==> src/rtl/board_array.sv <==
// board_array: N x N game board with a live copy, a save-on-demand shadow copy for display,
// a move counter and a sequential K-in-a-row checker that scans only the lines through the last mark.
module board_array #(
   parameter int N   = 3,
   parameter int WIN = 3,
   parameter int AW  = $clog2(N*N)
) (
   input  logic          clk,
   input  logic          rst_n,
   input  logic          clear,
   input  logic          wen,
   input  logic [AW-1:0] waddr,
   input  logic [1:0]    wdata,
   output logic          wready,
   output logic          werr,
   output logic [1:0]    wrdata,
   input  logic          save,
   input  logic [AW-1:0] raddr,
   output logic [1:0]    rdata,
   output logic [1:0]    winner,
   output logic          draw,
   output logic          gameover,
   output logic          done,
   output logic          gameover_vga
);
   localparam int CELLS = N*N;
   localparam int CW    = $clog2(CELLS+1);
   localparam int RCW   = $clog2(N);
   localparam int KW    = $clog2(WIN);
   localparam int RW    = $clog2(2*WIN);
   localparam int SW    = 8;

   typedef enum logic {IDLE, CHECK} state_t;
   state_t state, state_nxt;

   logic [1:0]     live   [CELLS];
   logic [1:0]     shadow [CELLS];
   logic [CW-1:0]  moves;
   logic [RCW-1:0] row, col;
   logic [1:0]     mark;
   logic [1:0]     dir;
   logic           half;
   logic [KW-1:0]  k;
   logic [RW-1:0]  run;
   logic           broken, hit;

   logic                 addr_ok, accept, reject;
   logic signed [SW-1:0] off, r0, c0, pr, pc;
   logic                 inb, match, first, brk_eff, last_step, final_step, hit_new;
   logic [AW-1:0]        pidx;
   logic [RW-1:0]        run_base, run_new;

   assign gameover = (winner != 2'b00) || draw;
   assign wready   = (state == IDLE);

   // One probe per cycle: cell at signed offset k along the current direction.
   always_comb begin
      addr_ok = int'(waddr) < CELLS;
      wrdata  = addr_ok ? live[waddr] : 2'b00;
      rdata   = (int'(raddr) < CELLS) ? shadow[raddr] : 2'b00;

      off = half ? -SW'(k) : SW'(k);
      r0  = SW'(row);
      c0  = SW'(col);
      pr  = r0;
      pc  = c0;
      case (dir)
         2'd0:    pc = c0 + off;
         2'd1:    pr = r0 + off;
         2'd2:    begin pr = r0 + off; pc = c0 + off; end
         default: begin pr = r0 + off; pc = c0 - off; end
      endcase
      inb   = !pr[SW-1] && !pc[SW-1] && (pr < SW'(N)) && (pc < SW'(N));
      pidx  = inb ? AW'(int'(pr) * N + int'(pc)) : '0;
      match = inb && (live[pidx] == mark);

      first      = (k == KW'(1));
      brk_eff    = first ? 1'b0 : broken;
      run_base   = (first && !half) ? RW'(1) : run;
      run_new    = run_base + RW'(match && !brk_eff);
      last_step  = half && (k == KW'(WIN-1));
      final_step = last_step && (dir == 2'd3);
      hit_new    = hit || (last_step && (run_new >= RW'(WIN)));
   end

   always_comb begin
      state_nxt = state;
      accept    = 1'b0;
      reject    = 1'b0;
      if (clear) begin
         state_nxt = IDLE;
      end else begin
         case (state)
            IDLE: if (wen) begin
               if (addr_ok && (wdata == 2'b01 || wdata == 2'b10) && wrdata == 2'b00 && !gameover) begin
                  accept    = 1'b1;
                  state_nxt = CHECK;
               end else begin
                  reject = 1'b1;
               end
            end
            default: if (final_step) state_nxt = IDLE;
         endcase
      end
   end

   always_ff @(posedge clk or negedge rst_n) begin
      if (!rst_n) state <= IDLE;
      else        state <= state_nxt;
   end

   always_ff @(posedge clk or negedge rst_n) begin
      if (!rst_n) begin
         live         <= '{default: '0};
         shadow       <= '{default: '0};
         moves        <= '0;
         row          <= '0;
         col          <= '0;
         mark         <= '0;
         dir          <= '0;
         half         <= 1'b0;
         k            <= '0;
         run          <= '0;
         broken       <= 1'b0;
         hit          <= 1'b0;
         winner       <= '0;
         draw         <= 1'b0;
         werr         <= 1'b0;
         done         <= 1'b0;
         gameover_vga <= 1'b0;
      end else begin
         if (save) begin
            shadow       <= live;
            gameover_vga <= gameover;
         end
         werr <= reject;
         done <= 1'b0;
         if (clear) begin
            live   <= '{default: '0};
            moves  <= '0;
            winner <= '0;
            draw   <= 1'b0;
            hit    <= 1'b0;
         end else if (accept) begin
            live[waddr] <= wdata;
            moves       <= moves + CW'(1);
            row         <= RCW'(int'(waddr) / N);
            col         <= RCW'(int'(waddr) % N);
            mark        <= wdata;
            dir         <= '0;
            half        <= 1'b0;
            k           <= KW'(1);
            run         <= RW'(1);
            broken      <= 1'b0;
         end else if (state == CHECK) begin
            run    <= run_new;
            broken <= brk_eff || !match;
            hit    <= hit_new;
            if (k == KW'(WIN-1)) begin
               k    <= KW'(1);
               half <= ~half;
               if (half) dir <= dir + 2'd1;
            end else begin
               k <= k + KW'(1);
            end
            if (final_step) begin
               done <= 1'b1;
               if (hit_new)                   winner <= mark;
               else if (moves == CW'(CELLS))  draw   <= 1'b1;
            end
         end
      end
   end
endmodule
==> config.mk <==
export PLATFORM = sky130hd
export DESIGN_NAME = board_array
export DESIGN_NICKNAME = d
export VERILOG_FILES = /design/src/rtl/board_array.sv
export SDC_FILE = /design/constraint.sdc
export NUM_CORES = 1
export LEC_CHECK = 0
export CAP_MARGIN = 0
export CORE_ASPECT_RATIO = 1.2
export CORE_MARGIN = 4
export CORE_UTILIZATION = 64
export DETAILED_ROUTE_END_ITERATION = 16
export DONT_BUFFER_PORTS = 1
export GPL_ROUTABILITY_DRIVEN = 0
export PLACE_DENSITY = 0.84
export REMOVE_ABC_BUFFERS = 1
export SLEW_MARGIN = 20
export SYNTH_ARGS = -nofsm -noshare
export SYNTH_HDL_FRONTEND = slang
export SYNTH_SLANG_ARGS = --single-unit
==> constraint.sdc <==
create_clock -name clk -period 7.05 [get_ports clk]
set_input_delay 1.0575 -clock clk [delete_from_list [all_inputs] [get_ports clk]]
set_output_delay 1.0575 -clock clk [all_outputs]
set_load 0.01 [all_outputs]
Word-level counts from Yosys, hierarchy flattened. Index checks and enable logic that the tools add are counted.

$add $sub $neg: 9. Multiply operators: 1. Divide/modulo/power cells: 2. $lt $le $gt $ge: 9. Eq/ne operators: 11. Shifts and indexed selects: 0. Multiplexer cells: 67. Bitwise operators: 6. Reduce and logical (&&, ||, !) cells: 42.

Operators with widths (count): 2-bit 2-to-1 mux (21); 18-bit 2-to-1 mux (2); 5-bit by 3-bit divider with 32-bit output (second input constant) (1); 5-bit by 3-bit modulo with 32-bit output (second input constant) (1); 1-bit 2-to-1 mux (30); 2-bit binary-select mux with 4-bit select (3); 18-bit bitwise mux (1); 2-bit nonzero test (9); 3-bit by 8-bit adder with 8-bit output (2); 8-bit by 3-bit < comparator with 1-bit output (second input constant) (2); 8-bit 2-to-1 mux (2); 8-bit one-hot mux with 2 select lines (1); 5-bit greater-or-equal comparator (second input constant) (3); 4-bit NOT with 5-bit output (3); 1-bit logical AND (13); 4-bit 2-to-1 mux (3); 3-bit 2-to-1 mux (3); 2-bit demux with 4-bit select (1); 2-bit equality test (second input constant) (4); 4-bit < comparator (second input constant) (2); 8-bit by 3-bit multiplier with 4-bit output (second input constant) (1); 2-bit negation with 8-bit output (1); 4-bit AND reduction (2); 3-bit by 8-bit subtractor with 8-bit output (1); 18 further kinds (35).

Bits in registers: 63. Bits in latches: 0. Memory bits (writable): 0. Bits in read-only memories: 0. Input bits: 15. Output and inout port bits: 12. Word-level logic and storage cells: 181. Memories: 0.

Depth between registers and ports, before layout. Gate-level depths: netlist of the first run.

Depth after elaboration: 25. Depth in mapped cells: 28.

Worst setup path after synthesis of the first run. OpenSTA, ideal clock, no wires.

Path kind: register to register. From: reg k[0]. To: reg winner[0]. Arrival time: 5.349 ns. Data required time: 6.918 ns. Setup slack: 1.569 ns. Cell stages (with the launch flop): 28. Cell sequence: dfrtp_1 -> inv_1 -> ha_1 -> mux2i_1 -> inv_1 -> xnor2_1 -> inv_1 -> fa_1 -> inv_1 -> ha_1 -> nor2b_1 -> fa_1 -> inv_1 -> fa_1 -> xor2_1 -> xnor2_1 -> nand3_1 -> and2_1 -> o211a_1 -> nor4_1 -> ha_1 -> ha_1 -> xnor2_1 -> a21oi_1 -> nor2_1 -> nor2_1 -> mux2i_1 -> nor2_1.

Cells in the longest elaborated chain, start to end: 22. Elaborated cells on any way between the ends: 39. Classes of those cells: 6 x add/sub; 1 x mul; 3 x order compare; 3 x eq/ne; 9 x mux; 1 x bitwise; 16 x reduce/logical.

RTL lines: from (decl) (RTL line 43) `logic [KW-1:0] k;`; from (signal assigned) (RTL line 164) `k <= k + KW'(1);`; parallel branches: the longest is 21 deep, another holds 2-bit negation with 8-bit output; 4-bit AND reduction (no source line) (*); to (signal assigned) (RTL line 168) `if (hit_new) winner <= mark;`; to (decl) (RTL line 20) `output logic [1:0] winner,`.

Mark *: on every way between the ends. The select of a mux whose other input is x is not followed. A chain may end at the register's enable or synchronous reset.

Worst setup path in the final report of the first run.
From: reg k[0]. To: reg winner[1].

The elaborated chain is that of the path after synthesis.

==> results.cfg, run 1 <==
[worst_setup_path]
critical_path_required_time_ns = 7.29
crit_fanout = 7
cell_seen_most_often_among_critical_path_stages = sky130_fd_sc_hd__inv_1
kind_of_start_point_of_the_critical_path = flip-flop
capturing_element_type_of_the_critical_path = flip-flop
worst-path-buf-inv = 6
arrival_ns = 6.36
worst-r2r-cell-count = 26
crit-reg2reg-capture = winner[1]
cp_slowest_cell = sky130_fd_sc_hd__fa_1
reg2reg_setup_slack_ns = 0.93
max_stage_delay_ns = 0.54
regToRegStartpoint = k[0]
cp_top_family = adder cells
worst-setup-path-type = reg -> reg

[cells_and_area]
finalCoreUtilization_pct = 69.63
total_number_of_nets_in_the_final_design = 425
fillCellCount = 458
synthToLayoutAreaGrowth_pct = 4.890
fin_cells = 464
insertedDiodeCount = 0
final_design_area_no_fill_mm2 = 0.004240
layout_cell_share_with_drive_strength_beyond_1_pct = 15.71

[yosys]
post_synth_num_cell_types = 56
yosysWarningCount = 0
synth_adder_area_share_pct = 10.96
async_flop_share_pct = 100.0
post_synth_inst_count = 386
synth.top_cell.area_share_pct = 39.00
synth.cells.most_frequent = sky130_fd_sc_hd__dfrtp_1 (63), sky130_fd_sc_hd__nor2_1 (39), sky130_fd_sc_hd__ha_1 (29), sky130_fd_sc_hd__inv_1 (27)
synth.area.mux_share_pct = 16.22
postSynthRegisterBits = 63
synth_compound_gate_area_share_pct = 11.23
synthesis.area_per_instance_um2 = 10.47
post_synth_and_or_nand_nor_area_fraction_pct = 15.60
synthTopCellsByArea = sky130_fd_sc_hd__dfrtp_1 (39%), sky130_fd_sc_hd__ha_1 (9.0%), sky130_fd_sc_hd__mux2_2 (5.8%)
synth_top_family_by_area = multiplexers
synthXorXnorAreaFrac_pct = 2.167
cell_type_with_the_largest_total_area_after_synthesis = sky130_fd_sc_hd__dfrtp_1
syn-cell-area_mm2 = 0.004043
synthMostInstantiatedCell = sky130_fd_sc_hd__dfrtp_1
synth_enable_flop_cells = 0
synth_flop_cell = sky130_fd_sc_hd__dfrtp_1
ys_seq_area_share_pct = 39.00

[timing]
timing.fmax_ghz = 0.1634
worstMarginPinSlew_ns = 0.8694
period_share_pct = 86.82
slew_limit_fails = 0
worst_clock_skew_ns = 0.01029
fin_setup_tns_ns = 0
number_of_hold_violations_in_the_final_report = 0
rsz0062_at_grt = false
max_slew_margin_pct = 41.80
timing.final.crit_period_ns = 6.121
final-setup-viol-count = 0

[clock_tree]
cts.reportedPaths.clkPinSlew_ns = 0.07
cts_tree = yes
cts.sink_count = 63
post_cts.repair.setup_buffers = 0
cts_inserted_buffers = 9
cts.path.max_buffers = 2
ctsRootBufferMaster = sky130_fd_sc_hd__clkbuf_8
cts-hold-fix-buffers = 0
cts.repair.resized = 0
cts.htree.levels = 3
clk-insertion-delay-late_ns = 0.35

[pwr]
worst_vdd_rail_ir_drop_v = 0.0001837
power_per_cell_area_mw_per_mm2 = 336.4
p_leak_nw = 1.974

[floorplanning]
rows = 31
die_x_um = 80.55
initial_core_util_pct = 66.39
placeableCoreArea_mm2 = 0.006090
floorplan.die.height_um = 95.06
boundaryPins = 27
die_area_mm2 = 0.007657

[detailed_routing]
wirelength_um = 8697
drt-wirelength-per-cell_um = 18.74
vias = 2921
drt_first_iter_violations = 206
detail_route.drc_violations = 0
dr.pass1.iters = 4
viasPerCell = 6.295
ant_nets = 0

[place]
placedInstanceArea_mm2 = 0.004051
hpwl_um = 6423
place.detailed.instances = 448
numPortBuffers = 0

[grt]
grt_max_degree = 64
via_count_of_the_first_global_routing_pass = 2960
grtUsageTotal_pct = 25.56
globalRoute.totalOverflow = 0
grt_first_pass_wirelength_um = 14750
grt_antenna_before_repair = 0

[hold_path]
hold_path.class = in -> async

[status]
status = complete, no violations

[run]
max_cap_viol_count = 0
[kinds of logic (layout without fill, tap and decap cells)]
group | Yosys count | after routing
flip-flops | 63 | 63
AO/OA/AOI/OAI | 66 | 66
buffers and inverters | 47 | 43
multiplexers | 48 | 48
AND/OR/NAND/NOR | 119 | 119
XOR/XNOR | 10 | 10
adder cells (fa/ha/maj) | 33 | 33
[registers in the layout, indices dropped and copies added, names as in the netlist]
register      cells
broken            1
gameover_vga      1
mark              2
state             1
werr              1
k                 2
run               3
done              1
winner            2
col               2
moves             4
half              1
dir               2
hit               1
row               2
live             18
draw              1
shadow           18
[how the worst max path moves through the flow]
stage | endpoint | startpoint | cells after the start | slack, ns
2_1_floorplan | winner[0] | k[0] | 27 | 1.58
6_report | winner[1] | k[0] | 26 | 0.93
3_5_place_dp | winner[1] | k[0] | 26 | 1.05
5_1_grt | winner[1] | k[0] | 26 | 0.49
4_1_cts | winner[1] | k[0] | 26 | 0.97
3_3_place_gp | winner[0] | k[0] | 27 | 1.25
[through the flow]
step / setup WS, ns / total power [mW] / hold WS [ns]
2_1_floorplan: 1.582 / 0.9688 / 0.4509
3_3_place_gp: 1.250 / 1.071 / 0.4692
3_5_place_dp: 1.047 / 1.121 / 0.4906
4_1_cts: 0.9735 / 1.430 / 0.3869
5_1_grt: 0.4863 / 1.546 / 0.3778
6_report: 0.9292 / 1.427 / 0.3986
[final cells by class]
cell class,count,area [um^2],area share [%]
multi-input cells,276,2271,53.56
clock buffers,10,127.6,3.010
well taps,82,102.6,2.420
flip-flops and latches,63,1577,37.18
inverters,27,101.3,2.390
clock inverters,6,61.31,1.446
[cell usage in the layout, fill, tap and decap left out, types with 9 or more instances in the layout]
cell type                  count
sky130_fd_sc_hd__nand2_1      21
sky130_fd_sc_hd__mux2_2       21
sky130_fd_sc_hd__clkbuf_8      9
sky130_fd_sc_hd__o21ai_0       9
sky130_fd_sc_hd__ha_1         29
sky130_fd_sc_hd__nor2_1       39
sky130_fd_sc_hd__mux2i_1      13
sky130_fd_sc_hd__dfrtp_1      63
sky130_fd_sc_hd__inv_1        27
sky130_fd_sc_hd__mux4_2        9
sky130_fd_sc_hd__a21oi_1      19
[per-layer routing]
layer | part of all wire, % | wire length, um | GRT usage (%)
met5 | 0 | 0 | 0
met4 | 2.0 | 178 | 8.873
met3 | 5.8 | 507 | 6.805
met2 | 52 | 4505 | 42.75
met1 | 40 | 3505 | 32.11
[where the power goes]
group          leakage, nW  internal [mW]  total (mW)  switching [mW]
clock               0.0960          0.162       0.303           0.141
sequential           0.848          0.384       0.410          0.0260
combinational         1.03          0.304       0.713           0.409
total                 1.97          0.850        1.43           0.577
No activity file was read; power rests on OpenSTA's default activity.
==> run 2, diff against run 1 <==
- CELL_PAD_IN_SITES_DETAIL_PLACEMENT: not set -> 1
- CELL_PAD_IN_SITES_GLOBAL_PLACEMENT: not set -> 2
- CORE_UTILIZATION: 64 -> 42
- PLACE_DENSITY: 0.84 -> 0.83
==> run 2 against run 1 <==
  * Critical path depth did not move
  * Register-to-register slack better by 0.08 ns
  * Sequential cell count is the same
  * Clock power grew 9.6%
  * Critical path type unchanged
  * Sequential share of layout area shrank 0.65 points
  * Routed wire length rose by 13%
==> results.cfg, run 2 (synthesis gave the netlist of run 1 again) <==
[timing]
number_of_hold_violations_in_the_final_report = 0
slew_limit_fails = 0
fin_setup_tns_ns = 0
worstMarginPinSlew_ns = 0.5733
timing.fmax_ghz = 0.1657
final-setup-viol-count = 0
worst_clock_skew_ns = 0.005012
rsz0062_at_grt = false
period_share_pct = 85.62
max_slew_margin_pct = 61.68
timing.final.crit_period_ns = 6.037
hold_slack_ns = 0.4000

[place]
hpwl_um = 7224
numPortBuffers = 0

[grt]
grtUsageTotal_pct = 18.93
grt_antenna_before_repair = 0
grt_max_degree = 64
globalRoute.totalOverflow = 0
grt_first_pass_wirelength_um = 16840
via_count_of_the_first_global_routing_pass = 3224

[detailed_routing]
ant_nets = 0
wirelength_um = 9865
drt_first_iter_violations = 97
vias = 2891
viasPerCell = 5.748
dr.pass1.iters = 4
detail_route.drc_violations = 0
drt-wirelength-per-cell_um = 19.61

[cells_and_area]
layout_commonest_cell = sky130_fd_sc_hd__dfrtp_1
insertedDiodeCount = 0
synthToLayoutAreaGrowth_pct = 6.747
largest_registers = live (18), shadow (18), moves (4)
total_number_of_nets_in_the_final_design = 426
layout_cell_share_with_drive_strength_beyond_1_pct = 15.93
fillCellCount = 1024
layout_common_cells = sky130_fd_sc_hd__dfrtp_1 (63), sky130_fd_sc_hd__nor2_1 (39), sky130_fd_sc_hd__ha_1 (29)

[pwr]
clock_power_share_pct = 22.9
total_switching_power_mw = 0.5676
combinationalPowerShare_pct = 48.8
power_per_cell_area_mw_per_mm2 = 335.5
switching_part_of_the_total_power_pct = 39.20
worst_vdd_rail_ir_drop_v = 0.0001308
p_seq_share_pct = 28.3
power_report.internal_total_mw = 0.8803
p_leak_nw = 1.992

[clock_tree]
clk-insertion-delay-late_ns = 0.35
cts_inserted_buffers = 9
cts.htree.levels = 3
cts_tree = yes
cts.path.max_buffers = 2
cts-hold-fix-buffers = 0
cts.reportedPaths.clkPinSlew_ns = 0.07
cts.repair.resized = 0
ctsRootBufferMaster = sky130_fd_sc_hd__clkbuf_8
cts.sink_count = 63
post_cts.repair.setup_buffers = 0

[worst_setup_path]
worst_setup_path_startpoint = k[0]
crit-reg2reg-capture = winner[0]
cell_seen_most_often_among_critical_path_stages = sky130_fd_sc_hd__inv_1
arrival_ns = 6.28
worst-r2r-cell-count = 26
crit_fanout = 7
reg2reg_setup_slack_ns = 1.01
regToRegStartpoint = k[0]
capturing_element_type_of_the_critical_path = flip-flop
critPathCapture = winner[0]
cp_slowest_cell = sky130_fd_sc_hd__fa_1
worst-setup-path-type = reg -> reg
max_stage_delay_ns = 0.54
kind_of_start_point_of_the_critical_path = flip-flop
critical_path_required_time_ns = 7.29

[status]
status = complete, no violations

[floorplanning]
rows = 38
initial_core_util_pct = 43.83
die_x_um = 97.56
placeableCoreArea_mm2 = 0.009224
boundaryPins = 27
die_area_mm2 = 0.01127
floorplan.die.height_um = 115.5

[run]
max_cap_viol_count = 0

[hold_path]
hold_path.class = in -> async
==> run 2: area by class of cell <==
| class | instances | area (um^2) | share of cell area, % |
|---|---|---|---|
| flip-flops and latches | 63 | 1577 | 36.53 |
| repair buffers | 1 | 7.507 | 0.1740 |
| multi-input cells | 276 | 2271 | 52.62 |
| well taps | 120 | 150.1 | 3.479 |
| clock inverters | 3 | 40.04 | 0.9278 |
| inverters | 27 | 101.3 | 2.349 |
| clock buffers | 13 | 168.9 | 3.914 |
==> run 2: how the worst min path moves through the flow <==
| stage | endpoint | cells after the start | from |
|---|---|---|---|
| after floorplan | broken | 2 | broken |
| after global placement | run[1] | 1 | run[1] |
| after detailed placement | broken | 2 | broken |
| after CTS | hit | 0 | rst_n |
| after global routing | moves[3] | 0 | rst_n |
| final | moves[3] | 0 | rst_n |
==> run 2: routing by layer <==
metal	vias to the layer above	track usage, %	wire [um]	part of all wire, %
met2	41	32.69	5112	52
met5	-	0	0	0
met1	1474	22.74	4150	42
li1	1360	-	-	-
met4	0	8.126	215	2.2
met3	16	4.576	386	3.9
==> run 2: power groups by stage <==
stage / Sequential (mW) / Combinational [mW] / Clock (mW)
2_1_floorplan: 0.407 / 0.562 / 0
3_3_place_gp: 0.415 / 0.692 / 0
3_5_place_dp: 0.416 / 0.709 / 0
4_1_cts: 0.410 / 0.718 / 0.342
5_1_grt: 0.412 / 0.809 / 0.360
6_report: 0.409 / 0.707 / 0.332
==> run 2: stage by stage <==
step | util [%] | instances | power [mW] | worst slack (ns) | instance area [um^2]
floorplan | - | 366 | 0.9688 | 1.582 | 3949
finish | 46.79 | 503 | 1.448 | 1.013 | 4315
detailed placement | 44.52 | 487 | 1.125 | 0.9938 | 4106
global route | 46.79 | 503 | 1.581 | 0.4013 | 4315
CTS | 46.79 | 503 | 1.470 | 0.9392 | 4315
global placement | 44.52 | 487 | 1.107 | 1.181 | 4106
==> run 2: critical path, delay by kind of cell (launching register included) <==
kind | cells | cell delay (ns)
compound gates | 2 | 0.36
xor+xnor | 2 | 0.32
fa+ha+maj | 7 | 2.40
buf+inv | 6 | 0.56
flops | 1 | 0.42
mux | 2 | 0.48
simple gates | 7 | 1.38
